**src/rtl/lf_meas_ctrl.sv**
```systemverilog
// Auto-scaled low-frequency counter sequencer: measures one si period in clk ticks,
// then drives an external divider (K/period, then /10 steps) down to a 4-digit result.
module lf_meas_ctrl #(
    parameter int unsigned CLK_HZ     = 50_000_000,
    parameter int unsigned DW         = 40,
    parameter int unsigned PW         = 32,
    parameter int unsigned MAX_PERIOD = 100_000_000
) (
    input  logic          clk,
    input  logic          reset,
    input  logic          start,
    input  logic          si,
    input  logic          div_ready,
    input  logic          div_done,
    input  logic [DW-1:0] div_quo,
    output logic          div_start,
    output logic [DW-1:0] div_dvnd,
    output logic [DW-1:0] div_dvsr,
    output logic          ready,
    output logic          done_tick,
    output logic [13:0]   bin,
    output logic [1:0]    dp_pos,
    output logic          err,
    output logic          ovf
);

    typedef enum logic [2:0] {IDLE, WAIT1, MEAS, DIV0, DWAIT, DIV10, DONE} state_t;

    localparam logic [DW-1:0] DVND_MHZ = DW'(64'(CLK_HZ) * 64'd1000);
    localparam logic [PW-1:0] CNT_MAX  = PW'(MAX_PERIOD);
    localparam logic [DW-1:0] BIN_MAX  = DW'(9999);

    state_t        state_q, state_d;
    logic [PW-1:0] cnt_q, cnt_d;
    logic [1:0]    scale_q, scale_d;
    logic [DW-1:0] dvnd_q, dvnd_d;
    logic [DW-1:0] dvsr_q, dvsr_d;
    logic [13:0]   bin_q, bin_d;
    logic [1:0]    dp_q, dp_d;
    logic          err_q, err_d;
    logic          ovf_q, ovf_d;
    logic [2:0]    si_sync_q, st_sync_q;
    logic          si_rise, st_rise;

    // Two synchroniser flops, third flop for edge detection.
    assign si_rise = si_sync_q[1] & ~si_sync_q[2];
    assign st_rise = st_sync_q[1] & ~st_sync_q[2];

    always_ff @(posedge clk or negedge reset) begin
        if (!reset) begin
            state_q   <= IDLE;
            cnt_q     <= '0;
            scale_q   <= '0;
            dvnd_q    <= '0;
            dvsr_q    <= '0;
            bin_q     <= '0;
            dp_q      <= '0;
            err_q     <= 1'b0;
            ovf_q     <= 1'b0;
            si_sync_q <= '0;
            st_sync_q <= '0;
        end else begin
            state_q   <= state_d;
            cnt_q     <= cnt_d;
            scale_q   <= scale_d;
            dvnd_q    <= dvnd_d;
            dvsr_q    <= dvsr_d;
            bin_q     <= bin_d;
            dp_q      <= dp_d;
            err_q     <= err_d;
            ovf_q     <= ovf_d;
            si_sync_q <= {si_sync_q[1:0], si};
            st_sync_q <= {st_sync_q[1:0], start};
        end
    end

    always_comb begin
        state_d   = state_q;
        cnt_d     = cnt_q;
        scale_d   = scale_q;
        dvnd_d    = dvnd_q;
        dvsr_d    = dvsr_q;
        bin_d     = bin_q;
        dp_d      = dp_q;
        err_d     = err_q;
        ovf_d     = ovf_q;
        div_start = 1'b0;
        case (state_q)
            IDLE: begin
                if (st_rise) begin
                    state_d = WAIT1;
                    cnt_d   = '0;
                    scale_d = '0;
                    bin_d   = '0;
                    dp_d    = '0;
                    err_d   = 1'b0;
                    ovf_d   = 1'b0;
                end
            end
            WAIT1: begin
                if (si_rise) begin
                    state_d = MEAS;
                    cnt_d   = PW'(1);
                end else if (cnt_q == CNT_MAX) begin
                    state_d = DONE;
                    err_d   = 1'b1;
                end else begin
                    cnt_d = cnt_q + PW'(1);
                end
            end
            MEAS: begin
                // A rise coinciding with the timeout still yields a valid period.
                if (si_rise) begin
                    state_d = DIV0;
                    dvnd_d  = DVND_MHZ;
                    dvsr_d  = DW'(cnt_q);
                end else if (cnt_q == CNT_MAX) begin
                    state_d = DONE;
                    err_d   = 1'b1;
                end else begin
                    cnt_d = cnt_q + PW'(1);
                end
            end
            DIV0: begin
                if (div_ready) begin
                    div_start = 1'b1;
                    state_d   = DWAIT;
                end
            end
            DWAIT: begin
                if (div_done) begin
                    if (div_quo <= BIN_MAX) begin
                        state_d = DONE;
                        bin_d   = div_quo[13:0];
                        dp_d    = scale_q;
                    end else if (scale_q == 2'd3) begin
                        state_d = DONE;
                        ovf_d   = 1'b1;
                        bin_d   = 14'd9999;
                        dp_d    = scale_q;
                    end else begin
                        state_d = DIV10;
                        dvnd_d  = div_quo;
                        dvsr_d  = DW'(10);
                    end
                end
            end
            DIV10: begin
                if (div_ready) begin
                    div_start = 1'b1;
                    scale_d   = scale_q + 2'd1;
                    state_d   = DWAIT;
                end
            end
            DONE:    state_d = IDLE;
            default: state_d = IDLE;
        endcase
    end

    assign div_dvnd  = dvnd_q;
    assign div_dvsr  = dvsr_q;
    assign ready     = (state_q == IDLE);
    assign done_tick = (state_q == DONE);
    assign bin       = bin_q;
    assign dp_pos    = dp_q;
    assign err       = err_q;
    assign ovf       = ovf_q;

endmodule
```
**config.mk**
```make
export PLATFORM = sky130hd
export DESIGN_NAME = lf_meas_ctrl
export DESIGN_NICKNAME = d
export VERILOG_FILES = /design/src/rtl/lf_meas_ctrl.sv
export SDC_FILE = /design/constraint.sdc
export NUM_CORES = 1
export LEC_CHECK = 0
export ABC_AREA = 1
export BUFFER_PORTS_ARGS = -buffer_cell sky130_fd_sc_hd__buf_2
export CORE_MARGIN = 2
export CORE_UTILIZATION = 50
export CTS_CLUSTER_DIAMETER = 150
export CTS_CLUSTER_SIZE = 28
export DETAILED_ROUTE_END_ITERATION = 8
export PLACE_DENSITY = 0.83
export SYNTH_ARGS = -nofsm -noshare
export SYNTH_HDL_FRONTEND = slang
export SYNTH_SLANG_ARGS = --single-unit
```
**constraint.sdc**
```tcl
create_clock -name clk -period 1.6 [get_ports clk]
set_clock_uncertainty 0.05 [all_clocks]
set_input_delay 0.16 -clock clk [delete_from_list [all_inputs] [get_ports clk]]
set_output_delay 0.16 -clock clk [all_outputs]
set_load 0.05 [all_outputs]
```
==> results.md <==
- In this design, the stage delay of the slowest critical-path cell is 440 ps.
- The number of nets with antenna violations after routing is 0.
- Among cell families on the critical path, the largest total delay comes from simple AND/OR/NAND/NOR gates.
- The final critical path takes up 126% of the cycle.
- The floorplan step defined a die boundary enclosing 14,700 um2.
- The maximum fanout along the worst path is 22.
- The horizontal die dimension is 121 um.
- The area of the multi-input gates is 3670 um2.
- After detailed routing, the number of remaining DRC violations is 0.
- Cells fill 81.9% of the core in the end.
- The total I/O pin count is 147.
- Buffers inserted during clock tree synthesis total 17.
- The classification of the worst setup path is reg2reg.
- The area occupied by registers is 3340 um2.
- The Yosys step of the flow raised 0 warnings.
- Counting every instance in the synthesized netlist gives 939.
- The clock period minus final worst setup slack is 2020 ps.
- At the worst endpoint, the arrival time is 2330 ps.
- The via count of the first global-routing pass is 7,827.
- The setup TNS is -36,610 ps.
- The cell with the largest stage delay on the worst path is dfrtp_1.
- The kind of path behind the tightest hold check is in2reg.
- The final reports fail on setup timing.
- The final-layout fill cell count is 650.
- In the global route stage, overall resource usage came out at 33.6%.
- After detailed routing, the wire length on met1 is 10,400 um.
- The source-to-sink clock delay at the later pin of the worst-skew pair is 440 ps.
- The total met3 wirelength after detailed routing is 3870 um.
- Traced cell by cell, the critical path runs through inv_2 -> nand2_4 -> nor2_4 -> buf_4 -> inv_2 -> buf_6 -> nor2_1 -> nand4_1 -> nand2_1.
- Across the run, the number of max-cap violations was 0.
- For this run, the top clock speed supported by timing is 495 MHz.
- The number of distinct library cells after synthesis is 35.
- The run finished, with violations left.
- The net count of the finished layout is 1,307.
- Buffers placed on the I/O ports in this run total 138.
- For this block, the initial DRC count from the detailed router was 1,595.
- The post-detailed-route via-to-cell ratio is 6.19.
- The critical path endpoint category is a register.
- Across all setup checks in the final design, the least slack found is -420 ps.
- Before antenna repair, the detailed router went through 8 iterations.
- The HPWL after detailed placement is 14,300 um.
- The floorplan die height is 121 um.
- Together, buffers and inverters on the worst path number 4.
- The startpoint class of the critical path is a register.
- STA puts the critical path data required time at 1910 ps.
- The floorplan has 42 rows.
- The routed length on met2 is 14,500 um.
- The total power draw is 20.0 mW.
- For this configuration, the core starts out at a cell density of 51.6%.
- The synthesis-to-finish area growth is 58.6%.
- Hold is met by 53.5 ps.
- The H-tree depth is 4.
- After clock tree synthesis, the clock-pin slew on the worst setup and hold paths is 70 ps.
- The final-report hold violation count is 0.
- Dividing the detail-routed wire length by the instance count gives 22.0 um.
- The repair_antennas step left the layout with diodes totalling 0.
- The reported leakage power is 5.90 nW.
- The count of vias placed by the detailed router is 8,958.
- The root buffer cell chosen for the clock tree is clkbuf_16.
- The library cell appearing most often on the critical path is inv_2.
- Entering global routing, the biggest net connects 43 pins.
- The first-pass GRT wire length is 38,300 um.
- The measured slew at the worst slew-check pin is 519 ps.
- Setup repair after global routing could not meet its margin everywhere.
- Dividing the synthesized area by the synthesized cell count gives 7.34 um2.
- The uppermost signal routing layer after detailed routing is met4.
- The share of the yosys chip area belonging to registers is 48.3%.
- The deepest clock path buffer count is 2.
- The final max-slew violation count was 0.
- OpenSTA, run right after detailed placement, puts the worst setup slack at -250 ps.
- The worst max-slew margin expressed relative to the limit is 65.3%.
- The total area inside the core boundary comes to 13,300 um2.
- The congestion estimate from routability-driven global placement came to 0.916.
- The clock net in this run drives a total of 133 sinks.
- Of the cells placed in the final design, the portion with a size suffix greater than 1 is 40.8%.
- Dividing total power by cell area gives a power density of 1830 nW/um2.
- The clock tree from TritonCTS is yes.
- IR analysis of the VDD net gives a maximum drop of 0.000917 V.
- The total grt overflow is 0.
- The number of synthesized register bits is 133.
- The final number of setup-violating endpoints is 130.
- The synthesized netlist occupies a cell area of 6890 um2.
- The initial antenna violation count is 0.
- Wires add up to 31,900 um.
worst min-delay path: cells and delay by family:
| kind | cells | cell delay [ps] |
|---|---|---|
| buffers and inverters | 2 | 220 |
| and+or+nand+nor | 2 | 120 |
timing repair:
| action | in CTS | in global routing |
|---|---|---|
| setup buffers | 26 | 23 |
| hold endpoints to repair | 124 | 0 |
| endpoints found under the setup margin | 124 | 129 |
| hold buffers | 7 | 0 |
| resized for setup | 87 | 123 |
| pin swaps | 25 | 36 |
| cloned | 5 | 11 |
area by class of cell:
cell class / instances / area share (%)
Multi-Input combinational cell: 665 / 33.5
Tap cell: 176 / 2.01
Clock buffer: 21 / 4.30
Clock inverter: 11 / 1.16
Sequential cell: 133 / 30.5
Inverter: 107 / 3.95
Timing Repair Buffer: 334 / 24.5
final timing paths:
| kind | start | depth (start not counted) | endpoint | slack, ps |
|---|---|---|---|---|
| worst min-delay path | div_quo[6] | 4 | bin[6]$_DFFE_PN0P_ | 50 |
| max in group asynchronous | reset | 3 | cnt_q[17]$_DFFE_PN0P_ | 660 |
| worst max register to register | state_q[0]$_DFFE_PN0P_ | 9 | div_dvnd[22]$_DFFE_PN0P_ | -420 |
| worst min register to register | st_sync_q[0]$_DFF_PN0_ | 0 | st_sync_q[1]$_DFF_PN0_ | 310 |
| worst max-delay path | state_q[0]$_DFFE_PN0P_ | 9 | div_dvnd[22]$_DFFE_PN0P_ | -420 |
| min in group asynchronous | reset | 2 | div_dvnd[32]$_DFFE_PN0P_ | 180 |
per-layer routing:
metal  track usage, %  vias up
met2             56.2      918
met3             7.66      326
li1                 -     3597
met5                0        -
met1             39.2     4117
met4             20.1        0
through the flow:
step           cell area (um2)  instances
2_1_floorplan             7070        946
3_3_place_gp              8780       1345
3_5_place_dp              8780       1345
4_1_cts                  10100       1414
5_1_grt                  10900       1447
6_report                 10900       1447
report_power, final:
group	total, mW	switching [mW]	internal, mW
Clock	4.03	1.61	2.42
Combinational	11.6	7.28	4.28
Sequential	4.45	0.510	3.94
flip-flops by register name (all words and copies together), names as in the netlist:
| register | cells |
|---|---|
| scale_q | 2 |
| state_q | 3 |
| si_sync_q | 3 |
| dp_pos | 2 |
| ovf | 1 |
| div_dvnd | 40 |
| st_sync_q | 3 |
| err | 1 |
| div_dvsr | 32 |
| bin | 14 |
| cnt_q | 32 |
kinds of logic (layout without fill, tap and decap cells):
| kind of cell | count (synthesis) | count (layout) | synth area share, % |
|---|---|---|---|
| simple gates | 589 | 591 | 36.3 |
| buf+inv | 150 | 473 | 9.19 |
| xor+xnor | 8 | 8 | 1.02 |
| compound gates | 55 | 55 | 4.59 |
| other cells | 1 | 8 | 0.0544 |
| fa+ha+maj | 3 | 3 | 0.545 |
| flops | 133 | 133 | 48.3 |
Yosys cell counts, drive strengths merged:
library cell | instances | area share [%]
o2111ai | 6 | 0.76
nand2 | 341 | 19
o21ai | 25 | 1.8
ha | 3 | 0.54
dfrtp | 133 | 48
nand4 | 53 | 4.9
a31oi | 2 | 0.18
clkbuf | 20 | 1.1
nor3 | 15 | 1.2
o22ai | 3 | 0.27
xor2 | 8 | 1.0
nor2 | 120 | 6.9
a21boi | 1 | 0.16
a22oi | 1 | 0.11
clkinv | 1 | 0.054
nor4 | 2 | 0.18
nor3b | 1 | 0.11
inv | 106 | 5.8
o32ai | 1 | 0.13
nand3 | 48 | 3.6
or2 | 9 | 0.82
conb | 1 | 0.054
a21oi | 16 | 1.2
buf | 23 | 2.3
layout by cell type (no fill, tap or decap), types with 6 or more instances in the layout:
cell | Yosys | layout
a21oi_2 | 0 | 6
nand2_1 | 340 | 298
buf_4 | 14 | 141
nand4_1 | 52 | 52
buf_6 | 1 | 25
dfrtp_1 | 133 | 126
nor2_1 | 114 | 95
or2_2 | 8 | 8
nand3_1 | 46 | 16
clkbuf_16 | 0 | 27
dfrtp_2 | 0 | 7
buf_2 | 8 | 134
dlygate4sd3_1 | 0 | 7
nand2_4 | 0 | 15
nand2_2 | 1 | 29
o21ai_0 | 24 | 13
inv_2 | 4 | 11
nand3_4 | 0 | 6
buf_12 | 0 | 11
a21oi_1 | 16 | 9
xor2_1 | 8 | 8
nand3_2 | 2 | 26
nor2_4 | 2 | 15
nor3_1 | 14 | 12
nor2_2 | 4 | 10
conb_1 | 1 | 8
o21ai_1 | 1 | 9
inv_1 | 102 | 90
(Power assumes the default switching activity.)
